**src/rtl/icache_boot_loader.sv**
```systemverilog
// Boot loader that receives a framed program image over a byte stream and writes it into the icache.
// It holds the CPU core until the image checksum verifies.
module icache_boot_loader #(
  parameter int          ADDR_W      = 8,
  parameter logic [7:0]  HDR_BYTE    = 8'hA5,
  parameter int          TIMEOUT_CYC = 1000000
) (
  input  logic              clk,
  input  logic              in_rst_n,
  input  logic              in_start,
  input  logic              in_byte_valid,
  input  logic [7:0]        in_byte_data,
  output logic              out_wr_en,
  output logic [ADDR_W-1:0] out_wr_addr,
  output logic [31:0]       out_wr_data,
  output logic              out_cpu_hold,
  output logic              out_done,
  output logic              out_err
);

  localparam int TW = $clog2(TIMEOUT_CYC + 1);

  typedef enum logic [2:0] {
    WAIT_HDR,
    GET_CNT,
    GET_DATA,
    GET_CSUM,
    DONE,
    ERROR
  } state_t;

  state_t          state, state_nxt;
  logic [TW-1:0]   tcnt;
  logic [8:0]      n_words;
  logic [8:0]      wcnt;
  logic [1:0]      idx;
  logic [23:0]     word;
  logic [7:0]      csum;
  logic            in_frame;
  logic            tout;
  logic            last_byte;

  assign in_frame  = (state == GET_CNT) || (state == GET_DATA) || (state == GET_CSUM);
  assign tout      = (tcnt == TW'(TIMEOUT_CYC - 1));
  assign last_byte = (idx == 2'd3) && ((wcnt + 9'd1) == n_words);

  assign out_done     = (state == DONE);
  assign out_err      = (state == ERROR);
  assign out_cpu_hold = (state != DONE);

  always_ff @(posedge clk or negedge in_rst_n) begin
    if (!in_rst_n) state <= WAIT_HDR;
    else           state <= state_nxt;
  end

  always_comb begin
    state_nxt = state;
    if (in_start) begin
      state_nxt = WAIT_HDR;
    end else begin
      case (state)
        WAIT_HDR: if (in_byte_valid && in_byte_data == HDR_BYTE) state_nxt = GET_CNT;
        GET_CNT: begin
          if (in_byte_valid) state_nxt = GET_DATA;
          else if (tout)     state_nxt = ERROR;
        end
        GET_DATA: begin
          if (in_byte_valid) begin
            if (last_byte) state_nxt = GET_CSUM;
          end else if (tout) begin
            state_nxt = ERROR;
          end
        end
        GET_CSUM: begin
          if (in_byte_valid) state_nxt = (in_byte_data == csum) ? DONE : ERROR;
          else if (tout)     state_nxt = ERROR;
        end
        default: state_nxt = state;
      endcase
    end
  end

  // Write address doubles as the word counter into RAM; it advances on the
  // cycle the write strobe is high, so it wraps to 0 after word 255.
  always_ff @(posedge clk or negedge in_rst_n) begin
    if (!in_rst_n) begin
      out_wr_en   <= 1'b0;
      out_wr_addr <= '0;
      out_wr_data <= '0;
      tcnt        <= '0;
      n_words     <= '0;
      wcnt        <= '0;
      idx         <= '0;
      word        <= '0;
      csum        <= '0;
    end else begin
      out_wr_en <= 1'b0;
      if (in_start) begin
        out_wr_addr <= '0;
        tcnt        <= '0;
      end else begin
        if (!in_frame || in_byte_valid) tcnt <= '0;
        else                            tcnt <= tcnt + TW'(1);

        if (out_wr_en) out_wr_addr <= out_wr_addr + ADDR_W'(1);

        if (in_byte_valid) begin
          case (state)
            GET_CNT: begin
              n_words     <= {(in_byte_data == 8'd0), in_byte_data};
              out_wr_addr <= '0;
              csum        <= '0;
              idx         <= '0;
              wcnt        <= '0;
            end
            GET_DATA: begin
              word <= {word[15:0], in_byte_data};
              csum <= csum ^ in_byte_data;
              idx  <= idx + 2'd1;
              if (idx == 2'd3) begin
                out_wr_en   <= 1'b1;
                out_wr_data <= {word, in_byte_data};
                wcnt        <= wcnt + 9'd1;
              end
            end
            default: ;
          endcase
        end
      end
    end
  end

endmodule

```
**config.mk**
```make
export PLATFORM = sky130hd
export DESIGN_NAME = icache_boot_loader
export DESIGN_NICKNAME = d
export VERILOG_FILES = /design/src/rtl/icache_boot_loader.sv
export SDC_FILE = /design/constraint.sdc
export NUM_CORES = 1
export LEC_CHECK = 0
export ABC_AREA = 1
export BUFFER_PORTS_ARGS = -buffer_cell sky130_fd_sc_hd__buf_2
export CAP_MARGIN = 25
export CORE_UTILIZATION = 54
export CTS_BUF_LIST = sky130_fd_sc_hd__clkbuf_8 sky130_fd_sc_hd__clkbuf_16
export DETAILED_ROUTE_END_ITERATION = 12
export GPL_TIMING_DRIVEN = 0
export HOLD_SLACK_MARGIN = 0.05
export PLACE_DENSITY = 0.74
export REMOVE_ABC_BUFFERS = 1
export SLEW_MARGIN = 0
export SYNTH_ARGS = -nofsm -noshare
export SYNTH_HDL_FRONTEND = slang
export SYNTH_SLANG_ARGS = --single-unit
```
**constraint.sdc**
```tcl
create_clock -name clk -period 1.7 [get_ports clk]
set_input_delay 0.17 -clock clk [delete_from_list [all_inputs] [get_ports clk]]
set_output_delay 0.17 -clock clk [all_outputs]
set_load 0.005 [all_outputs]
```
* After elaboration in Yosys (flattened, before gate mapping)
Index checks and enable logic that the tools add are counted.
** Operators by class
- Mux-type cells :: 23
- Add/sub/neg operators :: 4
- Equality and inequality tests :: 14
- Bitwise gates (word level) :: 2
- Reductions and logical operators :: 16
** Operator list (count)
- 2-to-1 mux 20 bit :: 2
- 2-to-1 mux 8 bit :: 4
- 2-to-1 mux 3 bit :: 7
- adder 20 x 1 -> 20 bit, second input constant :: 1
- == test 20 bit, second input constant :: 1
- case mux 9 bit (2 select lines) :: 1
- case mux 8 bit (2 select lines) :: 1
- case mux 3 bit (4 select lines) :: 1
- AND reduction 3 bit :: 4
- adder 9 x 1 -> 9 bit, second input constant :: 1
- == test 9 bit :: 1
- 2-to-1 mux 9 bit :: 1
- adder 8 x 1 -> 8 bit, second input constant :: 1
- == test 8 bit :: 1
- == test 8 bit, second input constant :: 1
- logical NOT 8 bit :: 1
- AND reduction 4 bit :: 2
- XOR 8 bit :: 1
- == test 3 x 2 -> 1 bit, second input constant :: 2
- == test 3 bit, second input constant :: 2
- != test 3 bit, second input constant :: 2
- 2-to-1 mux 1 bit :: 5
- nonzero test 5 bit :: 1
- != test 4 bit, second input constant :: 1
- 11 further kinds :: 14
** Storage, ports and cells
- Output and inout port bits :: 44
- Word-level logic and storage cells :: 69
- Bits of input ports :: 12
- Bits in registers :: 116

* Logic depth before layout (Yosys ltp)
Gate-level depths: netlist of run 1.
- Depth after elaboration :: 7
- Depth in mapped cells :: 14
- Gate-level depth less buffers :: 14

* Least setup slack after synthesis of run 1
Ideal clock, no wire load.
- Path kind :: register to register
- From :: register wcnt[0]
- To :: register state[2]
- Stages on the path, launching flop included :: 14
- Data required time :: 1.583 ns
- Arrival time :: 1.446 ns
- Setup time :: 0.117 ns
- Buffers on the path :: 0
- Path slack :: 0.137 ns
- Period minus slack after synthesis :: 1.563 ns
- Path through :: dfrtp_1 -> ha_1 -> nand2_1 -> inv_1 -> nand2_1 -> nand2_1 -> nand2_1 -> nand4_1 -> nor2_1 -> nand4_1 -> nand2_1 -> nand2_2 -> nand2_1 -> nand2_1
** On the way
- Cells in the longest elaborated chain, start to end :: 5
** Ends and longest elaborated chain
- start: declaration :: line 35 : logic [8:0] wcnt;
- start signal: assignment :: line 123 : wcnt <= wcnt + 9'd1;
- adder 9 x 1 -> 9 bit :: line 45 : assign last_byte = (idx == 2'd3) && ((wcnt + 9'd1) == n_words);
- == test 9 bit :: line 45
- logical AND 1 bit :: line 45
- != test 4 bit (no line)
- AND reduction 3 bit (no line)
- end signal: assignment :: line 53 : else state <= state_nxt;
- end: declaration :: line 32 : state_t state, state_nxt;
No other way between the ends.
A chain may end at the register's enable or synchronous reset.

* Final worst setup path of run 1
- From :: register wcnt[2]
- To :: register state[1]
Same word-level chain as after synthesis.

==> metrics.md, run 1 <==
| Metric | Value |
|---|---|
| RSZ-0062 raised after global routing | true |
| Placed cell count | 798 |
| CTS tree | done |
| Initial antenna violation count | 0 |
| DP Area | 5720 um^2 |
| Final period util | 105% |
| WHS | 186 ps |
| Row count | 35 |
| Worst-Margin Slew | 601 ps |
| Initial Util | 56.6% |
| DR vias/cell | 5.22 |
| Depth of the CTS H-tree | 4 |
| Number of synthesized register bits | 116 |
| Crit path DAT | 2190 ps |
| Max-slew violation count | 0 |
| Cell Count, Final, Fillers Out | 864 |
| Clock Path Buffers | 2 |
| Worst-path fanout max | 5 |
| Post-route cell area | 6790 um^2 |
| Die Area | 10200 um^2 |
| Die Y | 101 um |
| Seq/Total Area, Yosys | 54.7% |
| Synth unique cells | 37 |
| I/O Pins | 56 |
| Post-synth top area share | 54.7% |
| Worst path required time | 2100 ps |
| Clock Sinks | 116 |
| Ant diodes | 0 |
| DR iter-0 viols | 237 |
| R2R Setup Slk | -90 ps |
| Syn Std Cell Area | 5310 um^2 |
| VDD IR max | 0.727 mV |
| Fill cell count | 713 |
| Vias | 4509 |
| Fin. Hold Viols | 0 |
| Area delta synth->final | 27.9% |
| Total gr overflow | 0 |
| R2r worst-path depth | 11 |
| CTS Root Cell | clkbuf_8 |
| Cell Pwr Density | 1350 nW/um^2 |
| Clk pin slew, worst setup/hold paths | 60 ps |
| Min cycle time layout | 1790 ps |
| Port Buf Inserts | 55 |
| Max-slew headroom | 59.9% |
| Largest net degree at the start of global routing | 64 |
| Max-cap violations | 0 |
| Final setup fails | 11 |
| Core Region | 9370 um^2 |
| Failing checks | setup timing |
| Layout net count | 739 |
| Routed Antenna Nets | 0 |
| Gpl congestion | 0.898 |
| Worst setup SP type | register |
| # DRC | 0 |
| Cell taking the most area after synthesis | dfrtp_1 |
| Status | complete, but fails checks |
| Critical path type | reg -> reg |
| Share of cells above drive strength 1 | 24.1% |
| Leakage | 3.36 nW |
| Crit end category | register |
| Final Skew | 5.86 ps |
| Yosys warning count | 0 |
| Largest cells by area after synthesis | dfrtp_1, nand2_1, o21ai_0 |
| Post-DP HPWL | 7310 um |
| Pre-antenna DRT Iters | 4 |
| First-pass GRT wire length | 20200 um |
| Final WS setup | -92.5 ps |
| Drt total wl | 12300 um |
| Drt wl/cell | 14.2 um |
| Capturing point of the worst reg2reg path | state[1] |
| Total GRT Usage | 25.6% |
| Vias in the first global route | 4385 |
| Fmax achieved | 0.558 GHz |
| Post-Place Worst Slack | -1060 ps |
| Hold WC Path Type | in -> async |
| TritonCTS Buffers | 17 |
| Syn Area/Cell | 8.49 um^2 |
| Cell count after synthesis | 625 |
| FF-to-FF Start | wcnt[2] |
| Die width | 101 um |
| Total power | 9.14 mW |
| Clk_lat worst skew | 510 ps |
-- where the power goes --
part	leakage [nW]	internal, mW	switching (mW)
registers	1.54	3.41	0.418
logic	1.55	0.723	1.14
clock network	0.270	2.13	1.32
total	3.36	6.26	2.88
-- worst max path at each step --
stage,startpoint,to,slack (ps),cells past startpoint
after floorplan,state[2],wcnt[5],-560,6
after global placement,state[2],wcnt[3],-1410,7
after detailed placement,state[2],wcnt[3],-1060,8
after CTS,state[2],wcnt[0],-70,7
after global routing,wcnt[2],state[0],-220,11
final,wcnt[2],state[1],-90,11
-- routing by layer --
metal | GRT usage [%] | up-vias | part of all wire (%)
li1 | - | 2205 | -
met1 | 33.4 | 2157 | 45
met2 | 41.2 | 135 | 49
met3 | 5.76 | 12 | 4.8
met4 | 11.1 | 0 | 1.0
met5 | 0 | - | 0
-- Yosys cell counts, drive strengths merged --
cell type  count
o32ai          1
or2            1
o22ai          7
nor3b          2
nand3         31
o21ai         85
clkbuf         6
a22oi          1
o21a           1
o41ai          1
nand4         10
dfrtp        116
nand2        169
xnor2         10
a211oi         1
buf            7
clkinv         2
and3           1
xor2           2
inv           89
a22o           1
ha             4
nor3          10
a21oi         20
nand3b         1
nor2          46
-- placed cells by master (no fill, tap or decap), types with 5 or more instances in the layout --
| master | synthesis | routed |
|---|---|---|
| buf_4 | 1 | 18 |
| dlygate4sd3_1 | 0 | 11 |
| a21oi_1 | 20 | 20 |
| buf_2 | 3 | 54 |
| nor2_4 | 3 | 7 |
| nand2_2 | 5 | 9 |
| nand3_1 | 27 | 22 |
| nor2_2 | 7 | 9 |
| o22ai_1 | 7 | 7 |
| nand2_1 | 164 | 156 |
| clkbuf_16 | 0 | 16 |
| clkinv_4 | 0 | 5 |
| nor3_1 | 7 | 6 |
| inv_1 | 82 | 78 |
| o21ai_0 | 73 | 69 |
| xnor2_1 | 10 | 10 |
| nand4_1 | 10 | 10 |
| o21ai_1 | 12 | 12 |
| clkinvlp_4 | 0 | 5 |
| nand3_2 | 4 | 7 |
| inv_2 | 7 | 9 |
| nor2_1 | 36 | 32 |
| dfrtp_1 | 116 | 112 |
-- cell type report --
| type | count | area, um^2 | area share (%) |
|---|---|---|---|
| Clock inverter | 13 | 151 | 2.23 |
| Multi-Input combinational cell | 407 | 2150 | 31.7 |
| Sequential cell | 116 | 2910 | 42.8 |
| Tap cell | 129 | 161 | 2.38 |
| Inverter | 91 | 353 | 5.20 |
| Timing Repair Buffer | 90 | 632 | 9.31 |
| Clock buffer | 18 | 428 | 6.31 |
-- flip-flops by register name (all words and copies together) (netlist names) --
name and cells:
state 3, csum 8, tcnt 20, n_words 9
word 24, out_wr_addr 8, idx 2, out_wr_data 32
out_wr_en 1, wcnt 9
-- logic make-up after synthesis --
kind of cell,after synthesis,share of synthesized area [%]
xor gates and xnor gates,12,1.98
AOI/OAI and AO/OA,118,11.9
buffers and inverters,104,7.78
adders and majority gates,4,0.943
and+or+nand+nor,271,22.7
DFF,116,54.7
-- metrics by stage --
step / TNS (ps) / util [%]
3_5_place_dp: -43470 / 61.1
4_1_cts: -1100 / 70.2
3_3_place_gp: -160490 / 60.5
5_1_grt: -2550 / 72.4
2_1_floorplan: -19080 / -
6_report: -425 / 72.4
-- timing repair --
item | in CTS | in global routing
buffers inserted | 12 | 10
hold buffers | 11 | 0
pin swaps | 13 | 13
resized for setup | 17 | 38
cloned | 2 | 0
endpoints found under the hold margin | 81 | 0
setup endpoints to repair | 82 | 75
-- worst max-delay path, stage by stage, from the launching register on --
cell	delay, ps
dfrtp_1	520
nand2_2	120
nor2_4	190
nand3_2	90
nand3b_1	90
nand2_1	70
nor2_1	110
nand4_1	160
nand2_2	140
nand2_4	60
nand2_1	70
nand2_1	50
Note: power is estimated with default switching activity, not from simulation.
==> inputs of run 2 (changes only) <==
--- a/config.mk
+++ b/config.mk
@@ -13,7 +13,7 @@
 export DETAILED_ROUTE_END_ITERATION = 12
 export GPL_TIMING_DRIVEN = 0
 export HOLD_SLACK_MARGIN = 0.05
-export PLACE_DENSITY = 0.74
+export PLACE_DENSITY = 0.84
 export REMOVE_ABC_BUFFERS = 1
 export SLEW_MARGIN = 0
 export SYNTH_ARGS = -nofsm -noshare
==> metrics.md, run 2 (synthesis gave the netlist of run 1 again) <==
| Metric | Value |
|---|---|
| Worst hold endpoint | state[2] |
| Post-DP HPWL | 7780 um |
| Biggest register | out_wr_data |
| DR iter-0 viols | 568 |
| Initial Util | 56.6% |
| Die Area | 10200 um^2 |
| Top flop regs | out_wr_data: 32 flops, word: 24 flops, tcnt: 20 flops |
| Die Y | 101 um |
| Initial antenna violation count | 0 |
| Clk_lat worst skew | 520 ps |
| Largest register FFs | 32 |
| Clock Sinks | 116 |
| Clock Path Buffers | 2 |
| Top cell by count, worst path | nand2_1 |
| Critical path cell sequence | ha_4 > inv_2 > nand2_1 > nand3_1 > nor2_1 > nand4_1 > nor2_1 > nand4_1 > nand2_2 > nand2_2 > nand2_1 > nand2_1 |
| Min cycle time layout | 1930 ps |
| Clk pin slew, worst setup/hold paths | 60 ps |
| Total gr overflow | 0 |
| # DRC | 0 |
| Most frequent cells in the layout | nand2_1, dfrtp_1, inv_1, o21ai_0, buf_2 |
| WHS | 140 ps |
| Vias in the first global route | 4598 |
| Largest net degree at the start of global routing | 71 |
| Ant diodes | 0 |
| Final WS setup | -234 ps |
| Drt wl/cell | 16.3 um |
| Max-slew headroom | 59.7% |
| Slowest CP cell | dfrtp_1 |
| Cell Pwr Density | 1390 nW/um^2 |
| Most common cell after layout, fill and taps aside | nand2_1 |
| VDD IR max | 0.950 mV |
| Sequential Power Share | 41.5% |
| Worst-path fanout max | 3 |
| Switching share of power | 33.3% |
| Die width | 101 um |
| Total GRT Usage | 27.4% |
| Area delta synth->final | 26.6% |
| Port Buf Inserts | 55 |
| Final Skew | 8.31 ps |
| Crit path max-delay family | simple AND/OR/NAND/NOR gates |
| CP max stage delay | 420 ps |
| Post-Place Worst Slack | -988 ps |
| Crit end category | register |
| Capturing point of the worst reg2reg path | state[1] |
| Part of the power in combinational logic | 21.6% |
| Post-route cell area | 6720 um^2 |
| Core Region | 9370 um^2 |
| Internal | 6.21 mW |
| Status | complete, but fails checks |
| WHS Path Cells | 5 |
| Row count | 35 |
| R2R Setup Slk | -230 ps |
| Worst setup SP type | register |
| Final period util | 114% |
| Fin. Hold Viols | 0 |
| Vias | 4862 |
| Sw power | 3.10 mW |
| I/O Pins | 56 |
| Leakage | 3.32 nW |
| CTS tree | done |
| Failing checks | setup timing |
| RSZ-0062 raised after global routing | true |
| Crit path DAT | 2330 ps |
| Hold WC Path Type | in -> reg |
| DR vias/cell | 5.66 |
| Critical path type | reg -> reg |
| R2r worst-path depth | 12 |
| Worst path required time | 2100 ps |
| Hold_sp | in_byte_valid |
| DP Area | 5720 um^2 |
| First-pass GRT wire length | 21400 um |
| Depth of the CTS H-tree | 4 |
| Critical path buffers and inverters | 1 |
| CTS Root Cell | clkbuf_8 |
| Clock Power Share | 36.8% |
| Share of cells above drive strength 1 | 22.6% |
| Drt total wl | 14000 um |
| Total power | 9.31 mW |
| Final setup fails | 4 |
| FF-to-FF Start | wcnt[1] |
| Pre-antenna DRT Iters | 5 |
| Max-slew violation count | 0 |
| Routed Antenna Nets | 0 |
| Worst-Margin Slew | 604 ps |
| TritonCTS Buffers | 17 |
| Fmax achieved | 0.517 GHz |
| Layout net count | 734 |
| Gpl congestion | 0.886 |
| Max-cap violations | 0 |
run 2: cell types whose count changed in the layout (fill, tap and decap cells not counted), sizes merged:
cell | previous run | this run
buf | 79 | 75
clkbuf | 18 | 17
clkinvlp | 5 | 4
clkinv | 6 | 5
inv | 91 | 94
dlygate4sd3 | 11 | 10
run 2: metrics by stage:
| step | TNS (ps) | util, % | instances |
|---|---|---|---|
| 2_1_floorplan | -19080 | - | 612 |
| 3_5_place_dp | -39420 | 61.0 | 798 |
| 6_report | -658 | 71.7 | 859 |
| 5_1_grt | -1320 | 71.7 | 859 |
| 3_3_place_gp | -149630 | 60.5 | 796 |
| 4_1_cts | -1860 | 69.5 | 848 |
run 2: worst max-delay path by stage:
stage	startpoint	end	slack [ps]	cells after the start
after floorplan	state[2]	wcnt[5]	-560	6
after global placement	state[2]	wcnt[3]	-1260	7
after detailed placement	state[2]	wcnt[3]	-990	8
after CTS	wcnt[0]	state[1]	-90	12
after global routing	wcnt[1]	state[1]	-280	12
final	wcnt[1]	state[1]	-230	12
run 2: final cells by class:
| class | count | area [um^2] |
|---|---|---|
| Clock buffer | 17 | 414 |
| Clock inverter | 14 | 154 |
| Fill cell | 654 | 2660 |
| Inverter | 91 | 353 |
| Multi-Input combinational cell | 407 | 2150 |
| Sequential cell | 116 | 2910 |
| Tap cell | 129 | 161 |
| Timing Repair Buffer | 85 | 577 |
run 2: timing repair:
action | 4_1_cts | 5_1_grt
pin swaps | 8 | 9
cloned | 2 | 0
gates resized for setup | 14 | 37
setup endpoints to repair | 81 | 78
hold buffers | 10 | 0
setup buffers | 7 | 11
endpoints found under the hold margin | 72 | 0
run 2: worst reg2reg max path: cells and delay by family, from the launching register on:
family                     cells  cell delay (ps)
and+or+nand+nor               10             1050
DFF                            1              420
adders and majority gates      1              310
buffers and inverters          1               50
run 2: per-layer routing:
metal | GRT usage (%) | routed length, um | up-vias
li1 | - | - | 2201
met1 | 34.5 | 5400 | 2312
met3 | 7.00 | 1090 | 66
met4 | 12.4 | 529 | 0
met2 | 44.9 | 6970 | 283
met5 | 0 | 0 | -
run 2: power groups by stage:
stage	clock [mW]	sequential [mW]	combinational, mW
after detailed placement	0	3.84	1.63
final	3.43	3.87	2.02
after global placement	0	3.79	1.52
after CTS	3.45	3.82	1.83
after global routing	3.58	3.92	2.23
after floorplan	0	3.75	1.14
